<file path="src/rtl/debounce_pkg.sv">
// Shared constants, edge encoding and width helper for the debounce_bank slice.
package debounce_pkg;

    localparam int unsigned DEFAULT_DEBOUNCE_LIMIT = 250_000;  // 10 ms at 25 MHz
    localparam int unsigned DEFAULT_HOLD_LIMIT     = 0;
    localparam int unsigned DEFAULT_SYNC_STAGES    = 2;
    localparam int unsigned SYNC_STAGES_MAX        = 3;

    typedef enum logic [1:0] {
        EDGE_NONE,
        EDGE_RISE,
        EDGE_FALL
    } edge_e;

    // Bits needed to index v distinct values, never less than one.
    function automatic int unsigned clog2_w(input longint unsigned v);
        int unsigned     r;
        longint unsigned x;
        r = 0;
        x = (v > 0) ? v - 1 : 0;
        while (x != 0) begin
            r++;
            x = x >> 1;
        end
        return (r == 0) ? 1 : r;
    endfunction

endpackage

</file>
<file path="src/rtl/debounce_channel.sv">
// One debounce lane: accepts a new level after DEBOUNCE_LIMIT steady mismatching
// samples, emits edge pulses and an optional long-press level.
module debounce_channel
    import debounce_pkg::*;
#(
    parameter int unsigned DEBOUNCE_LIMIT = DEFAULT_DEBOUNCE_LIMIT,
    parameter int unsigned HOLD_LIMIT     = DEFAULT_HOLD_LIMIT,
    parameter logic        RESET_LEVEL    = 1'b0
) (
    input  logic clk,
    input  logic rst,
    input  logic sample,
    output logic level,
    output logic rise,
    output logic fall,
    output logic hold
);

    localparam int unsigned      CNT_W    = clog2_w(DEBOUNCE_LIMIT + 1);
    localparam logic [CNT_W-1:0] CNT_LAST = CNT_W'(DEBOUNCE_LIMIT - 1);

    logic             state;
    logic             state_next;
    logic [CNT_W-1:0] count;
    logic [CNT_W-1:0] count_next;
    edge_e            edge_kind;

    // Any sample matching the current state restarts the count from zero.
    always_comb begin
        state_next = state;
        count_next = '0;
        edge_kind  = EDGE_NONE;
        if (sample != state) begin
            if (count == CNT_LAST) begin
                state_next = sample;
                edge_kind  = sample ? EDGE_RISE : EDGE_FALL;
            end else begin
                count_next = count + 1'b1;
            end
        end
    end

    always_ff @(posedge clk) begin
        if (rst) begin
            state <= RESET_LEVEL;
            count <= '0;
            rise  <= 1'b0;
            fall  <= 1'b0;
        end else begin
            state <= state_next;
            count <= count_next;
            rise  <= (edge_kind == EDGE_RISE);
            fall  <= (edge_kind == EDGE_FALL);
        end
    end

    assign level = state;

    if (HOLD_LIMIT == 0) begin : g_no_hold
        assign hold = 1'b0;
    end else begin : g_hold
        localparam int unsigned       HOLD_W   = clog2_w(HOLD_LIMIT + 1);
        localparam logic [HOLD_W-1:0] HOLD_MAX = HOLD_W'(HOLD_LIMIT);

        logic [HOLD_W-1:0] hold_cnt;

        // Clearing on every accepted edge makes hold drop on the same edge as level.
        always_ff @(posedge clk) begin
            if (rst || !state || edge_kind != EDGE_NONE) begin
                hold_cnt <= '0;
            end else if (hold_cnt != HOLD_MAX) begin
                hold_cnt <= hold_cnt + 1'b1;
            end
        end

        assign hold = state && (hold_cnt == HOLD_MAX);
    end

endmodule

</file>
<file path="src/rtl/debounce_bank.sv">
// Multi-channel switch debouncer: per-bit synchroniser feeding NUM_CH independent
// debounce lanes with edge pulses and long-press detection.
module debounce_bank
    import debounce_pkg::*;
#(
    parameter int unsigned       NUM_CH         = 4,
    parameter int unsigned       DEBOUNCE_LIMIT = DEFAULT_DEBOUNCE_LIMIT,
    parameter int unsigned       HOLD_LIMIT     = DEFAULT_HOLD_LIMIT,
    parameter int unsigned       SYNC_STAGES    = DEFAULT_SYNC_STAGES,
    parameter logic [NUM_CH-1:0] RESET_VALUE    = '0
) (
    input  logic              i_Clk,
    input  logic              i_Rst,
    input  logic [NUM_CH-1:0] i_Switch,
    output logic [NUM_CH-1:0] o_Switch,
    output logic [NUM_CH-1:0] o_Rise,
    output logic [NUM_CH-1:0] o_Fall,
    output logic [NUM_CH-1:0] o_Hold
);

    if (SYNC_STAGES > SYNC_STAGES_MAX) begin : g_bad_sync
        $error("debounce_bank: SYNC_STAGES out of range");
    end

    logic [NUM_CH-1:0] sampled;

    if (SYNC_STAGES == 0) begin : g_no_sync
        assign sampled = i_Switch;
    end else begin : g_sync
        logic [NUM_CH-1:0] stage [SYNC_STAGES];

        // Resetting to RESET_VALUE keeps the lanes from seeing a false edge at release.
        always_ff @(posedge i_Clk) begin
            if (i_Rst) begin
                for (int unsigned i = 0; i < SYNC_STAGES; i++) begin
                    stage[i] <= RESET_VALUE;
                end
            end else begin
                stage[0] <= i_Switch;
                for (int unsigned i = 1; i < SYNC_STAGES; i++) begin
                    stage[i] <= stage[i-1];
                end
            end
        end

        assign sampled = stage[SYNC_STAGES-1];
    end

    for (genvar c = 0; c < NUM_CH; c++) begin : g_ch
        debounce_channel #(
            .DEBOUNCE_LIMIT (DEBOUNCE_LIMIT),
            .HOLD_LIMIT     (HOLD_LIMIT),
            .RESET_LEVEL    (RESET_VALUE[c])
        ) u_channel (
            .clk    (i_Clk),
            .rst    (i_Rst),
            .sample (sampled[c]),
            .level  (o_Switch[c]),
            .rise   (o_Rise[c]),
            .fall   (o_Fall[c]),
            .hold   (o_Hold[c])
        );
    end

endmodule

</file>
<file path="config.mk">
export PLATFORM = sky130hd
export DESIGN_NAME = debounce_bank
export DESIGN_NICKNAME = d
export VERILOG_FILES = /design/src/rtl/debounce_pkg.sv /design/src/rtl/debounce_channel.sv /design/src/rtl/debounce_bank.sv
export SDC_FILE = /design/constraint.sdc
export NUM_CORES = 1
export LEC_CHECK = 0
export ABC_AREA = 1
export BUFFER_PORTS_ARGS = -buffer_cell sky130_fd_sc_hd__buf_2
export CORE_AREA = 2 2 101 103
export CTS_BUF_LIST = sky130_fd_sc_hd__clkbuf_16
export CTS_CLUSTER_DIAMETER = 50
export DETAILED_ROUTE_END_ITERATION = 8
export DIE_AREA = 0 0 103 105
export SLEW_MARGIN = 10
export SYNTH_ARGS = -nofsm -noshare
export SYNTH_HDL_FRONTEND = slang
export SYNTH_SLANG_ARGS = --single-unit
</file>
<file path="constraint.sdc">
create_clock -name i_Clk -period 2.66 [get_ports i_Clk]
set_input_delay 0.266 -clock i_Clk [delete_from_list [all_inputs] [get_ports i_Clk]]
set_output_delay 0.266 -clock i_Clk [all_outputs]
set_load 0.02 [all_outputs]
</file>
==> flow_metrics.env <==
export IMPL_status="finished, final reports clean"
export IMPL_drive_above_1_share_pct=8.99
export IMPL_insertion_delay_ns=0.34
export IMPL_synth_top_area_share_pct=41.0
export IMPL_ant_nets=0
export IMPL_powerDensity_nw_per_um2=530
export IMPL_crit_fanout=18
export IMPL_critPathMaxStageDelay_ns=0.40
export IMPL_critical_path_top_delay_family="simple AND/OR/NAND/NOR gates"
export IMPL_synth_cells=642
export IMPL_async_flop_share_pct=0
export IMPL_cts_htree_levels=3
export IMPL_ys_top_cells_by_area="dfxtp_1 (41%), nor2_1 (13%), nand2_1 (12%)"
export IMPL_crit_buf_inv=0
export IMPL_cts_sinks=92
export IMPL_design_final_nets=661
export IMPL_yosys_warnings=0
export IMPL_ir_drop_mv=0.300
export IMPL_chipWidth_um=103
export IMPL_regToRegStartpoint="g_ch[1].u_channel.count[0]$_SDFF_PP0_"
export IMPL_vias=3664
export IMPL_slew_viol_final=0
export IMPL_gp_congestion=0.884
export IMPL_synth_edf_count=0
export IMPL_grt_antenna_before_repair=0
export IMPL_drt_first_pass_iters=4
export IMPL_rows=36
export IMPL_cts_tree="done"
export IMPL_min_period_ns=1.52
export IMPL_finalSetupTns_ns=0
export IMPL_power_leakage_nw=1.62
export IMPL_hold_path_end="g_sync.stage[0][0]$_SDFF_PP0_"
export IMPL_grt_pass1_wl_mm=14.6
export IMPL_cts_repair_resize_count=0
export IMPL_reg2reg_slack_ns=1.14
export IMPL_diodes=0
export IMPL_synth_cell_types=26
export IMPL_fmax_ghz=0.657
export IMPL_ys_flop_type="dfxtp_1"
export IMPL_hold_depth=3
export IMPL_io_pins=22
export IMPL_setup_slack_ns=1.14
export IMPL_die_area_um2=10800
export IMPL_clkTransAtPathRegs_ns=0.06
export IMPL_critical_path_arrival_ns=1.74
export IMPL_startpoint_type="register"
export IMPL_area_delta_synth_final_pct=7.85
export IMPL_finalHoldViolCount=0
export IMPL_core_um2=9640
export IMPL_cts_buffers=9
export IMPL_synth_area_leader_cell="dfxtp_1"
export IMPL_cp_required_ns=2.88
export IMPL_viasPerCell=4.64
export IMPL_cp_end_kind="register"
export IMPL_period_share_pct=57.3
export IMPL_setup_violations=0
export IMPL_start_util_pct=46.6
export IMPL_dp_hpwl_mm=6.11
export IMPL_grt_total_usage_pct=16.5
export IMPL_die_h_um=105
export IMPL_critPathSlowestCell="dfxtp_1"
export IMPL_wl_per_cell_um=10.5
export IMPL_hp_class="input pin to register"
export IMPL_crit_path_cell_trace="ha_1 > nand3_2 > nor3_2 > nand3_1 > nand2_2 > nor2_1"
export IMPL_drt_initial_drc_count=84
export IMPL_cts_root_buf="clkbuf_16"
export IMPL_critPathKind="register to register"
export IMPL_maxCapViolCount=0
export IMPL_numPortBuffers=17
export IMPL_grt_pass1_vias=3407
export IMPL_ctsHoldBuffers=0
export IMPL_wirelength_mm=8.26
export IMPL_synth_area_um2=4490
export IMPL_worstHoldStart="i_Switch[0]"
export IMPL_max_clock_path_buffers=2
export IMPL_rsz0062_at_grt="false"
export IMPL_ys_seq_elements=92
export IMPL_r2r_end="g_ch[1].u_channel.count[14]$_SDFF_PP0_"
export IMPL_fin_skew_ns=0.00595
export IMPL_r2r_cells=6
export IMPL_post_route_drc_count=0
export IMPL_avgSynthCellArea_um2=7.00
export IMPL_overflow=0
export IMPL_dp_slack_ns=1.11
export IMPL_grt_max_degree=19
export IMPL_postCtsSetupRepairBufs=0
export IMPL_ys_seq_area_share_pct=41.0
-- registers in the layout (all words and copies together), names as in the netlist --
register              flops
g_ch.u_channel.fall       4
g_ch.u_channel.level      4
g_sync.stage              8
g_ch.u_channel.count     72
g_ch.u_channel.rise       4
-- per-layer routing --
metal	wire, um	up-vias	track usage (%)	part of all wire, %
met5	0	-	0	0
met4	145	0	6.11	1.8
met3	209	14	3.61	2.5
met2	3640	36	26.1	44
met1	4270	1630	21.7	52
li1	-	1984	-	-
-- worst max-delay path by stage --
stage	cells after the start	to	start	slack, ns
after floorplan	7	g_ch[1].u_channel.count[15]$_SDFF_PP0_	g_ch[1].u_channel.count[0]$_SDFF_PP0_	1.34
after global placement	6	g_ch[1].u_channel.count[14]$_SDFF_PP0_	g_ch[1].u_channel.count[0]$_SDFF_PP0_	1.16
after detailed placement	6	g_ch[1].u_channel.count[14]$_SDFF_PP0_	g_ch[1].u_channel.count[0]$_SDFF_PP0_	1.11
after CTS	6	g_ch[1].u_channel.count[16]$_SDFF_PP0_	g_ch[1].u_channel.count[0]$_SDFF_PP0_	1.11
after global routing	6	g_ch[1].u_channel.count[13]$_SDFF_PP0_	g_ch[1].u_channel.count[0]$_SDFF_PP0_	0.97
final	6	g_ch[1].u_channel.count[14]$_SDFF_PP0_	g_ch[1].u_channel.count[0]$_SDFF_PP0_	1.14
-- report_power, final --
part	switching (mW)	total (mW)	internal, mW
clock network	0.524	1.14	0.619
logic	0.0265	0.0351	0.00864
registers	0.00462	1.39	1.38
-- worst reg2reg max path, cell delays in order (launching register included) --
cell     delay [ns]
dfxtp_1        0.40
ha_1           0.23
nand3_2        0.15
nor3_2         0.14
nand3_1        0.10
nand2_2        0.30
nor2_1         0.09
-- cells in the final DEF, fill, tap and decap left out --
cell type / synthesis / routed
clkinv_4: 0 / 1
nand3_1: 38 / 38
ha_1: 4 / 4
o21ai_0: 3 / 3
clkbuf_16: 0 / 9
nand2_1: 144 / 144
clkinv_2: 0 / 2
buf_2: 0 / 17
nand4_1: 11 / 11
a21oi_1: 27 / 27
nor2_4: 3 / 3
nor2_1: 151 / 151
nand2_2: 7 / 7
nand3b_1: 7 / 7
nor3_2: 1 / 1
xor2_1: 25 / 25
inv_2: 3 / 3
conb_1: 1 / 4
nor3_1: 6 / 6
xnor2_1: 15 / 15
or2_2: 4 / 4
inv_1: 59 / 59
nand3_2: 5 / 5
nor2_2: 7 / 7
clkinv_1: 1 / 5
dfxtp_1: 92 / 92
or2_0: 6 / 6
-- stage by stage --
step                instances  total power, mW  cell area (um2)  utilization [%]  hold WS (ns)
finish                    789             2.57             4850             50.3         0.146
global route              789             2.66             4850             50.3         0.151
CTS                       789             2.60             4850             50.3         0.146
detailed placement        773             1.46             4590             47.6         0.400
global placement          773             1.46             4590             47.6         0.393
floorplan                 645             1.45             4510                -         0.373
-- cells in the mapped netlist (4+ instances only) --
library cell and count:
nand3b_1 7, nor2_2 7, or2_2 4, dfxtp_1 92
xnor2_1 15, nand2_2 7, or2_0 6, buf_4 17
nand4_1 11, ha_1 4, inv_1 59, nor2_1 151
a21oi_1 27, nand2_1 144, nand3_1 38, nand3_2 5
xor2_1 25, nor3_1 6
-- kinds of logic after synthesis --
group | count (synthesis) | synth area share [%]
flops | 92 | 41.0
xor+xnor | 40 | 7.80
buf+inv | 85 | 9.02
compound gates | 30 | 3.34
fa+ha+maj | 4 | 1.11
simple gates | 390 | 37.7
other cells | 1 | 0.0834
-- cell type report --
type                            instances  area, um2
Multi-Input combinational cell        468       2260
Fill cell                            1020       4790
Tap cell                              133        166
Timing Repair Buffer                   17       85.1
Clock buffer                            9        225
Inverter                               63        236
Sequential cell                        92       1840
Clock inverter                          7       33.8
Note: power is estimated with default switching activity, not from simulation.
